File: config.mk
export PLATFORM = sky130hd
export DESIGN_NAME = nn_layer_ctrl
export DESIGN_NICKNAME = d
export VERILOG_FILES = /design/src/rtl/nn_layer_ctrl.sv
export SDC_FILE = /design/constraint.sdc
export NUM_CORES = 1
export LEC_CHECK = 0
export CAP_MARGIN = 5
export CORE_ASPECT_RATIO = 0.7
export CORE_MARGIN = 2
export CORE_UTILIZATION = 40
export CTS_BUF_LIST = sky130_fd_sc_hd__clkbuf_2
export DETAILED_ROUTE_END_ITERATION = 12
export GPL_TIMING_DRIVEN = 0
export PLACE_DENSITY = 0.93
export SYNTH_ARGS = -nofsm -noshare
export SYNTH_HDL_FRONTEND = slang
export SYNTH_SLANG_ARGS = --single-unit
File: constraint.sdc
create_clock -name clk -period 2.2 [get_ports clk]
set_input_delay 0.44 -clock clk [delete_from_list [all_inputs] [get_ports clk]]
set_output_delay 0.44 -clock clk [all_outputs]
set_load 0.05 [all_outputs]
File: src/rtl/nn_layer_ctrl.sv
// nn_layer_ctrl: sequencer for one fully-connected layer instance.
//
// Streams NUM_INPUTS activations from an input buffer into the layer. The weight
// index goes out together with each buffer read. The controller then waits for
// every neuron to raise its out_valid bit. The pass ends in one of three ways:
// a one-cycle layer_done pulse, a sticky timeout fault, or an abort.
//
// Ports
//   clk          clock
//   rst          synchronous active-high reset
//   start        begin one layer pass (honoured in IDLE only)
//   abort        return to IDLE from any state; discards a read in flight
//   in_avail     input buffer holds the next activation
//   in_rd_en     buffer read strobe
//   in_rd_addr   buffer read index
//   in_rd_data   buffer data, valid one cycle after in_rd_en
//   local_addr   weight index to the layer memories (held while idle/stalled)
//   data_in      activation to the layer
//   input_valid  data_in qualifier (in_rd_en delayed one cycle)
//   out_valids   per-neuron completion flags from the layer
//   busy         high in every state except IDLE
//   layer_done   one-cycle pulse when all neurons report valid
//   fault        sticky timeout flag, cleared by an accepted start or rst
module nn_layer_ctrl #(
  parameter int unsigned NUM_INPUTS  = 784,
  parameter int unsigned NUM_NEURONS = 128,
  parameter int unsigned DATA_WIDTH  = 16,
  parameter int unsigned TIMEOUT     = 1024
) (
  input  logic                   clk,
  input  logic                   rst,
  input  logic                   start,
  input  logic                   abort,
  input  logic                   in_avail,
  output logic                   in_rd_en,
  output logic [31:0]            in_rd_addr,
  input  logic [DATA_WIDTH-1:0]  in_rd_data,
  output logic [31:0]            local_addr,
  output logic [DATA_WIDTH-1:0]  data_in,
  output logic                   input_valid,
  input  logic [NUM_NEURONS-1:0] out_valids,
  output logic                   busy,
  output logic                   layer_done,
  output logic                   fault
);

  localparam logic [31:0]     LastIdx = 32'(NUM_INPUTS - 1);
  localparam int unsigned     TmoW    = (TIMEOUT > 1) ? $clog2(TIMEOUT) : 1;
  localparam logic [TmoW-1:0] TmoLast = TmoW'(TIMEOUT - 1);

  typedef enum logic [2:0] {
    StIdle,
    StStream,
    StDrain,
    StWait,
    StDone
  } state_e;

  state_e state_q, state_d;

  logic [31:0]     cnt_q, cnt_d;
  logic [TmoW-1:0] tmo_q, tmo_d;
  logic            rd_en_q, rd_en_d;
  logic [31:0]     rd_addr_q, rd_addr_d;
  logic [31:0]     local_addr_q, local_addr_d;
  logic            valid_q, valid_d;
  logic            fault_q, fault_d;

  logic start_accept;
  logic issue;
  logic last_issue;
  logic all_valid;
  logic tmo_expire;

  // Decoded events. abort suppresses everything that would advance the pass.
  always_comb begin
    start_accept = (state_q == StIdle) && start && !abort;
    issue        = (state_q == StStream) && in_avail && !abort;
    last_issue   = issue && (cnt_q == LastIdx);
    all_valid    = &out_valids;
    tmo_expire   = (state_q == StWait) && !all_valid && (tmo_q == TmoLast) && !abort;
  end

  // ---------------------------------------------------------------------------
  // FSM: state register
  // ---------------------------------------------------------------------------
  always_ff @(posedge clk) begin
    if (rst) begin
      state_q <= StIdle;
    end else begin
      state_q <= state_d;
    end
  end

  // ---------------------------------------------------------------------------
  // FSM: next state
  // ---------------------------------------------------------------------------
  always_comb begin
    state_d = state_q;
    if (abort) begin
      state_d = StIdle;
    end else begin
      unique case (state_q)
        StIdle: begin
          if (start) state_d = StStream;
        end
        StStream: begin
          if (last_issue) state_d = StDrain;
        end
        // The final read is on the bus this cycle; its input_valid follows.
        StDrain: begin
          state_d = StWait;
        end
        StWait: begin
          // Completion wins over a timeout landing on the same cycle.
          if (all_valid) begin
            state_d = StDone;
          end else if (tmo_q == TmoLast) begin
            state_d = StIdle;
          end
        end
        StDone: begin
          state_d = StIdle;
        end
        default: begin
          state_d = StIdle;
        end
      endcase
    end
  end

  // ---------------------------------------------------------------------------
  // FSM: outputs
  // ---------------------------------------------------------------------------
  always_comb begin
    busy       = (state_q != StIdle);
    layer_done = (state_q == StDone);
    // Buffer data arrives the cycle after the read, the same cycle input_valid rises.
    // Gating keeps data_in at zero outside valid cycles.
    data_in    = valid_q ? in_rd_data : '0;
  end

  assign in_rd_en    = rd_en_q;
  assign in_rd_addr  = rd_addr_q;
  assign local_addr  = local_addr_q;
  assign input_valid = valid_q;
  assign fault       = fault_q;

  // ---------------------------------------------------------------------------
  // Datapath next state
  // ---------------------------------------------------------------------------
  always_comb begin
    cnt_d = cnt_q;
    if (abort || start_accept) begin
      cnt_d = '0;
    end else if (issue && !last_issue) begin
      // Held at the last index once issued; never exceeds NUM_INPUTS-1.
      cnt_d = cnt_q + 32'd1;
    end
  end

  always_comb begin
    tmo_d = tmo_q;
    if (state_q == StDrain) begin
      tmo_d = '0;
    end else if ((state_q == StWait) && !all_valid && (tmo_q != TmoLast)) begin
      tmo_d = tmo_q + 1'b1;
    end
  end

  always_comb begin
    rd_en_d      = issue;
    rd_addr_d    = issue ? cnt_q : rd_addr_q;
    // Weight memory read is registered, so weight k lines up with data k on input_valid.
    local_addr_d = issue ? cnt_q : local_addr_q;
    // A read in flight when abort hits never produces an input_valid.
    valid_d      = rd_en_q && !abort;
  end

  always_comb begin
    fault_d = fault_q;
    if (start_accept) begin
      fault_d = 1'b0;
    end else if (tmo_expire) begin
      fault_d = 1'b1;
    end
  end

  // ---------------------------------------------------------------------------
  // Datapath registers
  // ---------------------------------------------------------------------------
  always_ff @(posedge clk) begin
    if (rst) begin
      cnt_q        <= '0;
      tmo_q        <= '0;
      rd_en_q      <= 1'b0;
      rd_addr_q    <= '0;
      local_addr_q <= '0;
      valid_q      <= 1'b0;
      fault_q      <= 1'b0;
    end else begin
      cnt_q        <= cnt_d;
      tmo_q        <= tmo_d;
      rd_en_q      <= rd_en_d;
      rd_addr_q    <= rd_addr_d;
      local_addr_q <= local_addr_d;
      valid_q      <= valid_d;
      fault_q      <= fault_d;
    end
  end

endmodule

==> run metrics, run 1 <==
vias after detailed routing=a little under 5000; min cycle time layout=roughly 2.1 ns; post-synthesis compound-gate area fraction=0.0769; initial antenna violation count=1; Slew Limit Fails=0; CP endpoint kind=output pin; DR iter-0 viols=363; largest stage delay on the critical path=a little under 0.5 ns; Critical Path RT=approximately 1.8 ns; Post-DP HPWL=11900 um; Syn Std Cell Area=between 4000 and 5000 um^2; filler instances=approximately 910; RSZ-0062 raised after global routing=true; gr usage total=0.258; Hold Vio Cnt, Final=0; vias in the first global route=~4600; final setup TNS=0 ns; synth warn=0; delay-heaviest family, CP=buffers and inverters; CP max FO=3; CTS max path bufs=2; #FFs+latches synth=80; Worst Setup SP=local_addr[25]$_SDFFE_PP0P_; post-placement cell area=6700 um^2; adder-cell share of the synthesized area=0.00596; Die W=about 130 um; Synth Instances=~540; global-route wire length before repair=23600 um; P_leak=about 0.0027 uW; # clock sinks=80; Arrival @ worst endpoint=roughly 1.7 ns; CTS hold repair buffers=0; final instance area=approximately 6700 um^2; worst r2r src=cnt_q[6]$_SDFFE_PP0P_; ys flop type=dfxtp_1; CP bufs+invs=2; synthesized-area fraction occupied by xor and xnor cells=0.0668; GRT Residual Overflow=0; sequential share of the synthesized area=0.382; Final ANT Viol Nets=0; Max Clk Rate=475 MHz; fraction of registers with async set/reset=0; met3 usage=0.0923; sw frac=0.247; min-delay worst type=flop to flop; worst hold path startpoint=local_addr[9]$_SDFFE_PP0P_; register share of total power=0.553; mux contribution to synthesized area=0.00477; largest family of logic cells by synthesized area=simple AND/OR/NAND/NOR gates; power per cell area=approximately 400 nW/um^2; met2 usage=0.403; Switching Power=approximately 650 uW; Comb pwr share=0.147; Starting Density=0.408; relative slew slack=0.656; CTS clk-pin slew, worst paths=0.21 ns; DR DRC count=0; Core Footprint=a little over 10000 um^2; drt wl/cell=~16 um; routing usage on met1=0.343; Placer Congestion=roughly 0.95; Root Driver=clkbuf_2; number of distinct library cells after synthesis=38; commonest non-fill, non-tap cell in the layout=clkdlybuf4s50_1; number of H-tree levels=3; Via density=approximately 5.2; Die Y-Extent=roughly 90 um; status=completed; DRT Pass-1 Iters=4; clk_skew=around 0.020 ns; Max VDD drop=approximately 260 uV; Critical Path Start Type=flop; layout cells sized above 1=0.107; clock latency on the worst-skew pair=~0.56 ns; CP cell instances=buf_4 > clkdlybuf4s15_1; max-cap violation count=0; total CTS buffers=9; Port Buf Inserts=around 230; clock network fraction of total power=0.300; Syn Nets=~700; most frequent cells in the layout=clkdlybuf4s50_1, nand2_1, dfxtp_1; final wirelength=around 15000 um; Syn Area/Cell=~7.8 um^2; P_int=1980 uW; Worst path slowest cell=dfxtp_1; Die Area=~11000 um^2; Top Usage Layer GRT=met2; Simple-Gate Fraction of Synth Area=0.381; row count=31; period utilization=0.956; number of synthesized flops with an enable pin=0; synth-to-layout area growth=60.5%; Final setup viols=0; Setup Crit Path Kind=flop to output pin; largest net degree at the start of global routing=14; nets@finish=between 900 and 1000; I/O pin total=around 230; Least-Margin Pin Slew=just over 0.5 ns; CTS tree=yes
[synthesized netlist by cell type, drive strengths merged (2+ instances only)]
| master | n | area share |
|---|---|---|
| buf | 36 | 0.063 |
| mux2i | 2 | 0.0048 |
| or2 | 3 | 0.0045 |
| nor3b | 4 | 0.0083 |
| inv | 3 | 0.0027 |
| xor2 | 16 | 0.033 |
| o21ai | 7 | 0.0083 |
| or3 | 6 | 0.010 |
| clkbuf | 20 | 0.018 |
| xnor2 | 16 | 0.033 |
| ha | 2 | 0.0060 |
| o31ai | 3 | 0.0054 |
| nor4 | 29 | 0.048 |
| nor4b | 3 | 0.0063 |
| nor2 | 43 | 0.038 |
| and4 | 4 | 0.0083 |
| or4 | 4 | 0.0072 |
| nand2 | 89 | 0.080 |
| dfxtp | 80 | 0.38 |
| nand4 | 63 | 0.094 |
| o21a | 2 | 0.0036 |
| nand3 | 16 | 0.019 |
| and3 | 9 | 0.013 |
| and2 | 20 | 0.030 |
| a21oi | 44 | 0.053 |
| nor3 | 6 | 0.0072 |
| and3b | 2 | 0.0042 |
[final timing paths]
check,to,slack [ns],depth (start not counted)
setup / recovery,local_addr[25],0.1,2
hold / removal,local_addr[9]$_SDFFE_PP0P_,0.48,2
setup reg to reg,cnt_q[5]$_SDFFE_PP0P_,0.1,7
hold reg to reg,local_addr[9]$_SDFFE_PP0P_,0.48,2
[power groups by stage]
stage          Clock [uW]  Sequential (uW)  Combinational [uW]
3_5_place_dp            0             1480                 380
6_report              789             1460                 386
2_1_floorplan           0             1490                64.3
4_1_cts               798             1460                 381
3_3_place_gp            0             1480                 376
5_1_grt               867             1460                 409
[area by class of cell]
cell class | count | area [um^2] | share of cell area
Inverter | 3 | 11.3 | 0.00167
Buffer | 55 | 338 | 0.0501
Clock inverter | 5 | 56.3 | 0.00836
Sequential cell | 80 | 1610 | 0.239
Multi-Input combinational cell | 397 | 2270 | 0.337
Tap cell | 132 | 165 | 0.0245
Timing Repair Buffer | 237 | 2220 | 0.330
Antenna cell | 2 | 5.00 | 0.000743
Clock buffer | 11 | 55.1 | 0.00817
[routing by layer]
layer,up-vias,wire (um)
met5,-,0
met4,0,170
met2,200,6650
li1,2394,-
met1,2205,6760
met3,19,1360
[worst register-to-register path: stages (launching register included)]
cell	delay [ns]
dfxtp_2	0.40
or4b_1	0.51
or3_4	0.34
nor4_4	0.26
buf_4	0.18
nor4_1	0.05
xnor2_1	0.19
nor2_1	0.07
[flip-flops by register name, indices dropped and copies added, names as in the netlist]
name	cells
fault	1
state_q	3
input_valid	1
local_addr	32
tmo_q	10
in_rd_en	1
cnt_q	32
[kinds of logic after synthesis]
logic type | after synthesis
xor gates and xnor gates | 32
adders and majority gates | 2
muxes | 2
DFF | 80
and+or+nand+nor | 302
buffers and inverters | 59
AOI/OAI and AO/OA | 59
[timing repair]
action / CTS / global route
pin swaps: 1 / 3
gates resized for setup: 121 / 30
endpoints found under the hold margin: 0 / 0
setup buffers: 2 / 1
gates cloned: 0 / 1
setup endpoints to repair: 105 / 57
[stage by stage]
step           std cells  hold slack, ns  worst slack, ns  power, uW   util
2_1_floorplan        536           0.439            0.209       1550      -
5_1_grt              921           0.510          -0.0212       2730  0.655
6_report             922           0.482           0.0966       2630  0.656
3_5_place_dp         901           0.465           -0.961       1860  0.651
3_3_place_gp         901           0.456           -0.934       1860  0.651
4_1_cts              919           0.487          0.00631       2640  0.656
Note: power is estimated with default switching activity, not from simulation.
==> run 2: changes to the inputs <==
==> config.mk (replaced) <==
export PLATFORM = sky130hd
export DESIGN_NAME = nn_layer_ctrl
export DESIGN_NICKNAME = d
export VERILOG_FILES = /design/src/rtl/nn_layer_ctrl.sv
export SDC_FILE = /design/constraint.sdc
export NUM_CORES = 1
export LEC_CHECK = 0
export CAP_MARGIN = 0
export CORE_ASPECT_RATIO = 0.7
export CORE_MARGIN = 2
export CORE_UTILIZATION = 36
export CTS_BUF_LIST = sky130_fd_sc_hd__clkbuf_2
export DETAILED_ROUTE_END_ITERATION = 12
export GPL_TIMING_DRIVEN = 0
export PLACE_DENSITY = 0.89
export SYNTH_ARGS = -nofsm -noshare
export SYNTH_HDL_FRONTEND = slang
export SYNTH_SLANG_ARGS = --single-unit
==> constraint.sdc (replaced) <==
create_clock -name clk -period 1.7 [get_ports clk]
set_input_delay 0.34 -clock clk [delete_from_list [all_inputs] [get_ports clk]]
set_output_delay 0.34 -clock clk [all_outputs]
set_load 0.05 [all_outputs]
==> run 2 against run 1 <==
Compared with the run above:
- the run now ends with negative setup slack left
- die area is 11% higher
- core utilization rose by 0.063 points
- via count up 6.0%
- highest routed layer unchanged
==> run metrics, run 2 (synthesis gave the netlist of run 1 again) <==
drt wl/cell=17.1 um (+5.5%); number of H-tree levels=3 (unchanged); met2 usage=0.391 (-0.0117); WP depth=7 (+5); Hold Crit Depth=6 (+4); CTS tree=yes; Max Clk Rate=about 480 MHz; total CTS buffers=9 (unchanged); Hold Vio Cnt, Final=0 (unchanged); Critical Path Start Type=flop; delay-heaviest family, CP=simple AND/OR/NAND/NOR gates; max-cap violation count=0 (unchanged); CP bufs+invs=1 (-1); clk_skew=0.0344 ns (+0.0141 ns); Setup Crit Path Kind=flop to flop; Die W=133 um (+5.2%); DR DRC count=0 (unchanged); post-placement cell area=6750 um^2 (+0.77%); final wirelength=16500 um (+10%); Core Footprint=11200 um^2 (+8.7%); CTS clk-pin slew, worst paths=0.24 ns (+0.03 ns); vias in the first global route=4731 (+3.5%); Placer Congestion=0.963 (+1.8%); Slew Limit Fails=0 (unchanged); worst slack, placed=-0.949 ns (+0.0124 ns); most frequent cells in the layout=clkdlybuf4s50_1, nand2_1, buf_4; Post-DP HPWL=11900 um (+0.16%); global-route wire length before repair=24200 um (+2.5%); clock latency on the worst-skew pair=0.58 ns (+0.02 ns); Final ANT Viol Nets=0 (unchanged); row count=32 (+3.2%); Critical Path RT=2.20 ns (+0.44 ns); Max VDD drop=307 uV (+19%); nets@finish=957 (+2.5%); final worst slack=-0.384 ns (-0.480 ns); CTS max path bufs=2 (unchanged); relative slew slack=0.684 (+0.0279); Least-Margin Pin Slew=0.475 ns (-0.0439 ns); DR iter-0 viols=348 (-4.1%); Final setup viols=49 (+49); Via density=5.30 (+1.4%); # clock sinks=80 (unchanged); Port Buf Inserts=233 (unchanged); final instance area=7330 um^2 (+8.8%); status=finished, violations left; vias after detailed routing=5108 (+6.0%); commonest non-fill, non-tap cell in the layout=clkdlybuf4s50_1; Top Usage Layer GRT=met2; min-delay worst type=input pin to flop; CP cell instances=or4b_1 > or3_4 > nor4_4 > buf_6 > nor4b_1 > xnor2_1 > nor2_1; Starting Density=0.376 (-0.0326); largest net degree at the start of global routing=16 (+2); met3 usage=0.0827 (-0.00960); synth-to-layout area growth=74.6%; slack of the worst reg-to-reg path=-0.38 ns (-0.48 ns); GRT Residual Overflow=0 (unchanged); gr usage total=0.243 (-0.0157); reg2reg path depth=7 (unchanged); Arrival @ worst endpoint=2.58 ns (+0.92 ns); Die Y-Extent=94.3 um (+5.2%); power per cell area=473 nW/um^2 (+21%); antenna fix cells=0 (-2); failing checks=negative setup slack; P_leak=0.00298 uW (+10%); largest stage delay on the critical path=0.49 ns (about the same); Root Driver=clkbuf_2; initial antenna violation count=0 (-1); I/O pin total=234 (unchanged); RSZ-0062 raised after global routing=true; CP endpoint kind=flop; Worst path slowest cell=or4b_1; min cycle time layout=about 2.1 ns; routing usage on met1=0.316 (-0.0273); DRT Pass-1 Iters=5 (+1); layout cells sized above 1=0.328 (+0.221); Die Area=12600 um^2 (+11%); CP max FO=5 (+2); period utilization=1.23
run 2: cell types whose count changed in the layout (fill, tap and decap cells not counted), moves of 25 or more:
cell / before / now
clkdlybuf4s50_1: 148 / 123
dlymetal6s2s_1: 0 / 25
dfxtp_1: 75 / 45
buf_2: 11 / 36
dlygate4sd2_1: 71 / 0
buf_4: 36 / 82
run 2: layer usage:
layer	routed length, um	vias to the layer above
met5	0	-
met4	231	0
met3	1460	27
met2	7720	245
met1	7070	2389
li1	-	2447
run 2: path summary, 6_finish.rpt:
| path | start | endpoint |
|---|---|---|
| setup / recovery | cnt_q[7]$_SDFFE_PP0P_ | cnt_q[11]$_SDFFE_PP0P_ |
| hold / removal | out_valids[32] | state_q[2]$_SDFFE_PP0P_ |
| setup reg to reg | cnt_q[7]$_SDFFE_PP0P_ | cnt_q[11]$_SDFFE_PP0P_ |
| hold reg to reg | local_addr[28]$_SDFFE_PP0P_ | local_addr[28]$_SDFFE_PP0P_ |
run 2: tightest hold or removal path, delay by kind of cell:
family | cells | cell delay, ns
buf+inv | 2 | 0.26
simple gates | 4 | 0.30
run 2: repair_timing:
action | CTS | global route
endpoints found under the setup margin | 160 | 106
buffers inserted | 11 | 14
cloned | 2 | 3
hold buffers | 0 | 0
resized for setup | 548 | 113
pin swaps | 8 | 36
run 2: final cells by class:
type                    count  area, um^2
clock buffers               9        45.0
inverters                   3        11.3
repair buffers            262        2490
flip-flops and latches     80        1670
plain buffers              52         375
clock inverters             7        77.6
well taps                 153         191
multi-input cells         398        2470
fillers                   882        3840
run 2: through the flow:
stage,cells,TNS (ns),hold WS (ns),util,power (uW)
global placement,922,-58.53,0.457,0.604,2410
CTS,947,-7.79,0.396,0.615,3470
global route,964,-12.22,0.357,0.656,3580
detailed placement,922,-60.72,0.466,0.604,2420
floorplan,536,-3.72,0.411,-,2010
finish,964,-7.06,0.353,0.656,3470
run 2: power breakdown:
group / switching (uW) / internal [uW]
sequential: 4.27 / 1870
combinational: 186 / 334
clock: 722 / 352
total: 912 / 2560
